### config.mk
export PLATFORM = sky130hd
export DESIGN_NAME = if_id_buffer
export DESIGN_NICKNAME = d
export VERILOG_FILES = /design/src/rtl/if_id_buffer.sv
export SDC_FILE = /design/constraint.sdc
export NUM_CORES = 1
export LEC_CHECK = 0
export CORE_MARGIN = 2
export CORE_UTILIZATION = 50
export DETAILED_ROUTE_END_ITERATION = 8
export MAX_ROUTING_LAYER = met4
export PLACE_DENSITY_LB_ADDON = 0.3
export SLEW_MARGIN = 20
export SYNTH_ARGS = -nofsm -noshare
export SYNTH_HDL_FRONTEND = slang
export SYNTH_SLANG_ARGS = --single-unit
### constraint.sdc
create_clock -name clk -period 5.6 [get_ports clk]
set_clock_uncertainty 0.15 [all_clocks]
set_input_delay 0.56 -clock clk [delete_from_list [all_inputs] [get_ports clk]]
set_output_delay 0.56 -clock clk [all_outputs]
set_load 0.05 [all_outputs]
### src/rtl/if_id_buffer.sv
// -----------------------------------------------------------------------------
// if_id_buffer
//   IF/ID pipeline register built as a 2-entry skid buffer. Both handshakes
//   are registered-ready, so fetch and decode can stall independently with no
//   combinational path from out_ready to in_ready. The held instruction is
//   presented with its PC, PC+4 and the pre-split MIPS fields. A synchronous
//   flush squashes every held entry.
//
//   state | meaning
//   ------+-----------------------------------------------------------
//   EMPTY | nothing held, out_valid = 0
//   ONE   | main register holds the oldest entry, skid register unused
//   FULL  | main holds the oldest entry, skid holds the next; in_ready = 0
//
// Ports
//   clk              rising-edge clock
//   reset            asynchronous reset, active low
//   in_valid/ready   fetch-side handshake
//   in_instr, in_pc  fetched instruction and its address
//   flush            synchronous squash of all held entries
//   out_valid/ready  decode-side handshake
//   out_instr/pc     held instruction and its address
//   out_pc_plus4     out_pc + 4 (wraps)
//   opcode..funct    MIPS field split of out_instr
//   imm_sext         sign-extended out_instr[15:0]
//   delivered_count  number of completed output handshakes (wraps)
// -----------------------------------------------------------------------------
module if_id_buffer #(
  parameter int ADDR_W  = 32,
  parameter int INSTR_W = 32
) (
  input  logic               clk,
  input  logic               reset,
  input  logic               in_valid,
  output logic               in_ready,
  input  logic [INSTR_W-1:0] in_instr,
  input  logic [ADDR_W-1:0]  in_pc,
  input  logic               flush,
  output logic               out_valid,
  input  logic               out_ready,
  output logic [INSTR_W-1:0] out_instr,
  output logic [ADDR_W-1:0]  out_pc,
  output logic [ADDR_W-1:0]  out_pc_plus4,
  output logic [5:0]         opcode,
  output logic [4:0]         rs,
  output logic [4:0]         rt,
  output logic [4:0]         rd,
  output logic [4:0]         shamt,
  output logic [5:0]         funct,
  output logic [31:0]        imm_sext,
  output logic [31:0]        delivered_count
);

  typedef enum logic [1:0] {
    EMPTY = 2'd0,
    ONE   = 2'd1,
    FULL  = 2'd2
  } state_t;

  state_t             state;
  logic [INSTR_W-1:0] main_instr;
  logic [ADDR_W-1:0]  main_pc;
  logic [INSTR_W-1:0] skid_instr;
  logic [ADDR_W-1:0]  skid_pc;

  logic in_fire;
  logic out_fire;

  // Both readies come straight from the state register.
  assign in_ready  = (state != FULL);
  assign out_valid = (state != EMPTY);

  assign in_fire  = in_valid & in_ready;
  assign out_fire = out_valid & out_ready;

  assign out_instr    = main_instr;
  assign out_pc       = main_pc;
  assign out_pc_plus4 = main_pc + ADDR_W'(4);

  assign opcode   = main_instr[31:26];
  assign rs       = main_instr[25:21];
  assign rt       = main_instr[20:16];
  assign rd       = main_instr[15:11];
  assign shamt    = main_instr[10:6];
  assign funct    = main_instr[5:0];
  assign imm_sext = {{16{main_instr[15]}}, main_instr[15:0]};

  always_ff @(posedge clk or negedge reset) begin
    if (!reset) begin
      state           <= EMPTY;
      main_instr      <= '0;
      main_pc         <= '0;
      skid_instr      <= '0;
      skid_pc         <= '0;
      delivered_count <= '0;
    end else begin
      // A handshake completed in a flush cycle still counts as delivered.
      if (out_fire) begin
        delivered_count <= delivered_count + 32'd1;
      end

      if (flush) begin
        // Only the state is squashed; stale data stays in the registers.
        state <= EMPTY;
      end else begin
        case (state)
          EMPTY: begin
            if (in_fire) begin
              main_instr <= in_instr;
              main_pc    <= in_pc;
              state      <= ONE;
            end
          end
          ONE: begin
            if (in_fire && out_fire) begin
              main_instr <= in_instr;
              main_pc    <= in_pc;
            end else if (in_fire) begin
              skid_instr <= in_instr;
              skid_pc    <= in_pc;
              state      <= FULL;
            end else if (out_fire) begin
              state <= EMPTY;
            end
          end
          FULL: begin
            if (out_fire) begin
              main_instr <= skid_instr;
              main_pc    <= skid_pc;
              state      <= ONE;
            end
          end
          default: state <= EMPTY;
        endcase
      end
    end
  end

endmodule

==> summary.txt <==
Logic synthesis
  • Simple-gate share of the synthesized area: 15.7%
  • Post-Synth XOR/XNOR Area: 6.16%
  • Mean Syn Cell Area: 11.1 um^2
  • Post-synth EDFFs: 0
  • Ys Warns: 0
  • Ys flop type: dfrtp_1
  • Sequential share of the synthesized area: 48.3%
  • Synthesized area: around 8400 um^2
  • Multiplexer area fraction after synthesis: 20.3%
  • Synth Area in Adders: 0.298%
  • Synth cell types: 35
  • Synth Area in Compound Gates: 0.432%
  • Yosys reg bits: 162
  • Syn nets: 824
  • Asr flop ratio synth: 100%
  • Mapped Cells: 753
  • Main combinational cell family by area after synthesis: multiplexers

Critical path
  • Worst-path cell chain: nand4_1, nor2_1, nand4_1, xnor2_1, clkdlybuf4s50_1
  • R2r worst-path depth: 7
  • Crit path DAT: 2.92 ns
  • CP peak stage delay: 0.84 ns
  • Slowest-stage cell, CP: clkdlybuf4s50_1
  • Worst R2R End: out_instr[22]
  • Crit end category: output port
  • Worst path most repeated cell: nand4_1
  • R2R setup slack: roughly 3 ns
  • CP required: around 4.9 ns
  • Worst R2R Start: state[1]
  • Worst Path Max Fanout: 6
  • Critical path launch point type: flip-flop
  • CP Class: reg2out

GRT
  • Grt ovf: 0
  • First-pass GRT wire length: 32000 um
  • Initial antenna violation count: 1
  • Pin count of the biggest net entering global routing: 66
  • Vias in the first global route: 6008
  • Gr usage total: 23.3%

Clocking
  • Clk sinks: 162
  • PostCTS Resize Cnt: 0
  • Clk root buf: clkbuf_16
  • Clock Path Buffers: 2
  • CTS buffer count: 17
  • Clock slew at reported path FFs: ~0.060 ns
  • Worst-skew pair later-pin latency: 0.41 ns
  • CTS Hold Bufs: 1
  • Post-CTS setup buffer count: 0
  • H-tree levels: 4
  • CTS tree: yes

Die
  • I/O Pins: 263
  • Die H: 134 um
  • Die area: 17800 um^2
  • Core area: 16500 um^2
  • Number of cell rows: between 40 and 50
  • Initial Util: 51.0%
  • Die Width: 134 um

Status
  • Status: completed

Power
  • Power density cells: 438 nW/um^2
  • Worst IR Drop VDD: 0.264 mV
  • Leak Pwr: 5.17 nW
  • Power, Total: between 4 and 5 mW

Finish
  • Fin area: 11300 um^2
  • Final Non-Filler Cells: ~1200
  • Layout cells sized above 1: 14.2%
  • Sequential cell area: around 4100 um^2
  • Commonest non-fill, non-tap cells in the layout: 261 x clkdlybuf4s50_1, 197 x nand2_1, 162 x dfrtp_1
  • Commonest non-fill, non-tap cell in the layout: clkdlybuf4s50_1
  • Fillers: around 1300
  • Area delta synth->final: 35.0%
  • Layout Utilization: roughly 69%
  • Multi-input gate area: 3630 um^2
  • Nets: 1017

Timing
  • Min cycle time layout: ~3.6 ns
  • Relative slew slack: 36.3%
  • RSZ-0062 raised after global routing: no
  • Worst slew pin tran: 0.955 ns
  • Final period util: roughly 65%
  • FMAX: between 0.2 and 0.3 GHz
  • Final WS setup: 1.97 ns
  • WHS: 0.321 ns
  • Setup violation total in the final timing report: 0
  • Pins Over Slew Limit: 0
  • Final hold violations: 0
  • Setup TNS: 0 ns

Placement
  • Final Wtd Congestion: 0.875
  • Port buffer count: around 260
  • Placed instance count: 1146
  • DP Wirelength: 13700 um
  • Pre-CTS setup slack: 2.43 ns
  • Placed cell areas: 10600 um^2

Min path
  • Hold EP: delivered_count[31]
  • Worst Hold Class: reg2reg
  • Cells on Worst Hold Path: 1
  • Hold_sp: delivered_count[31]

Drt
  • First DRT Iteration DRCs: 284
  • DR vias: roughly 6000
  • Via-per-instance ratio: 5.07
  • ANT nets after route: 0
  • Drt drc: 0
  • Routed WL per cell: 16.7 um
  • Post-Route WL: 19700 um
  • TritonRoute pass-1 iters: 4

Job
  • # Max-Cap Violations: 0
-- cell usage after synthesis (3+ instances only) --
cell type,n,area [um^2]
nand2_1,198,743
dfrtp_1,162,4050
buf_4,68,510
mux2_4,57,856
xnor2_1,45,394
mux2_1,43,484
nand4_1,33,206
mux2_2,26,293
nand3_1,17,85.1
nor2_1,14,52.6
xor2_1,14,123
buf_6,12,135
and3_1,10,62.6
buf_2,9,45.0
mux2i_1,7,70.1
clkbuf_1,6,22.5
inv_1,5,18.8
nor4_1,4,25.0
nor3_1,3,15.0
nor3_2,3,30.0
-- worst max-delay path by stage --
| stage | startpoint | to | slack [ns] | cells after the start |
|---|---|---|---|---|
| 2_1_floorplan | out_pc[3] | out_pc_plus4[20] | 2.43 | 5 |
| 3_3_place_gp | out_pc[19] | out_pc_plus4[31] | 2.44 | 5 |
| 3_5_place_dp | out_pc[10] | out_pc_plus4[31] | 2.43 | 5 |
| 4_1_cts | out_pc[3] | out_pc_plus4[12] | 1.97 | 6 |
| 5_1_grt | out_pc[3] | out_pc_plus4[18] | 1.80 | 6 |
| 6_report | out_pc[7] | out_pc_plus4[13] | 1.97 | 5 |
-- per-layer routing --
metal  global-route usage (%)  vias up  share of wire [%]
li1                         -     2851                  -
met1                     29.7     2915                 44
met2                     37.2      184                 49
met3                     5.14       28                5.2
met4                     7.92        0                2.2
met5                        -        -                  0
-- power breakdown --
| part | switching (mW) | leakage, nW | internal, mW |
|---|---|---|---|
| Sequential | 0.226 | 2.00 | 1.42 |
| Clock | 0.471 | 0.323 | 0.830 |
| Combinational | 1.27 | 2.85 | 0.750 |
| Total | 1.97 | 5.17 | 3.00 |
-- cell type report --
type                    instances  share of cell area [%]
diodes                          1                  0.0221
clock buffers                  20                    4.12
clock inverters                12                    1.78
inverters                       6                   0.199
multi-input cells             490                    32.0
flip-flops and latches        162                    35.8
well taps                     220                    2.43
repair buffers                269                    23.6
-- flip-flops by register name (all words and copies together) (netlist names) --
signal           cells
out_instr           32
skid_pc             32
state                2
skid_instr          32
delivered_count     32
out_pc              32
-- worst max-delay path, delay by kind of cell (launching register included) --
family	cells	cell delay, ns
and+or+nand+nor	3	1.01
buffers and inverters	1	0.84
DFF	1	0.44
xor gates and xnor gates	1	0.23
-- cell families after synthesis --
| family | Yosys count |
|---|---|
| flip-flops | 162 |
| AO/OA/AOI/OAI | 5 |
| multiplexers | 133 |
| XOR/XNOR | 59 |
| adder cells (fa/ha/maj) | 2 |
| buffers and inverters | 101 |
| AND/OR/NAND/NOR | 291 |
No activity file was read; power rests on OpenSTA's default activity.
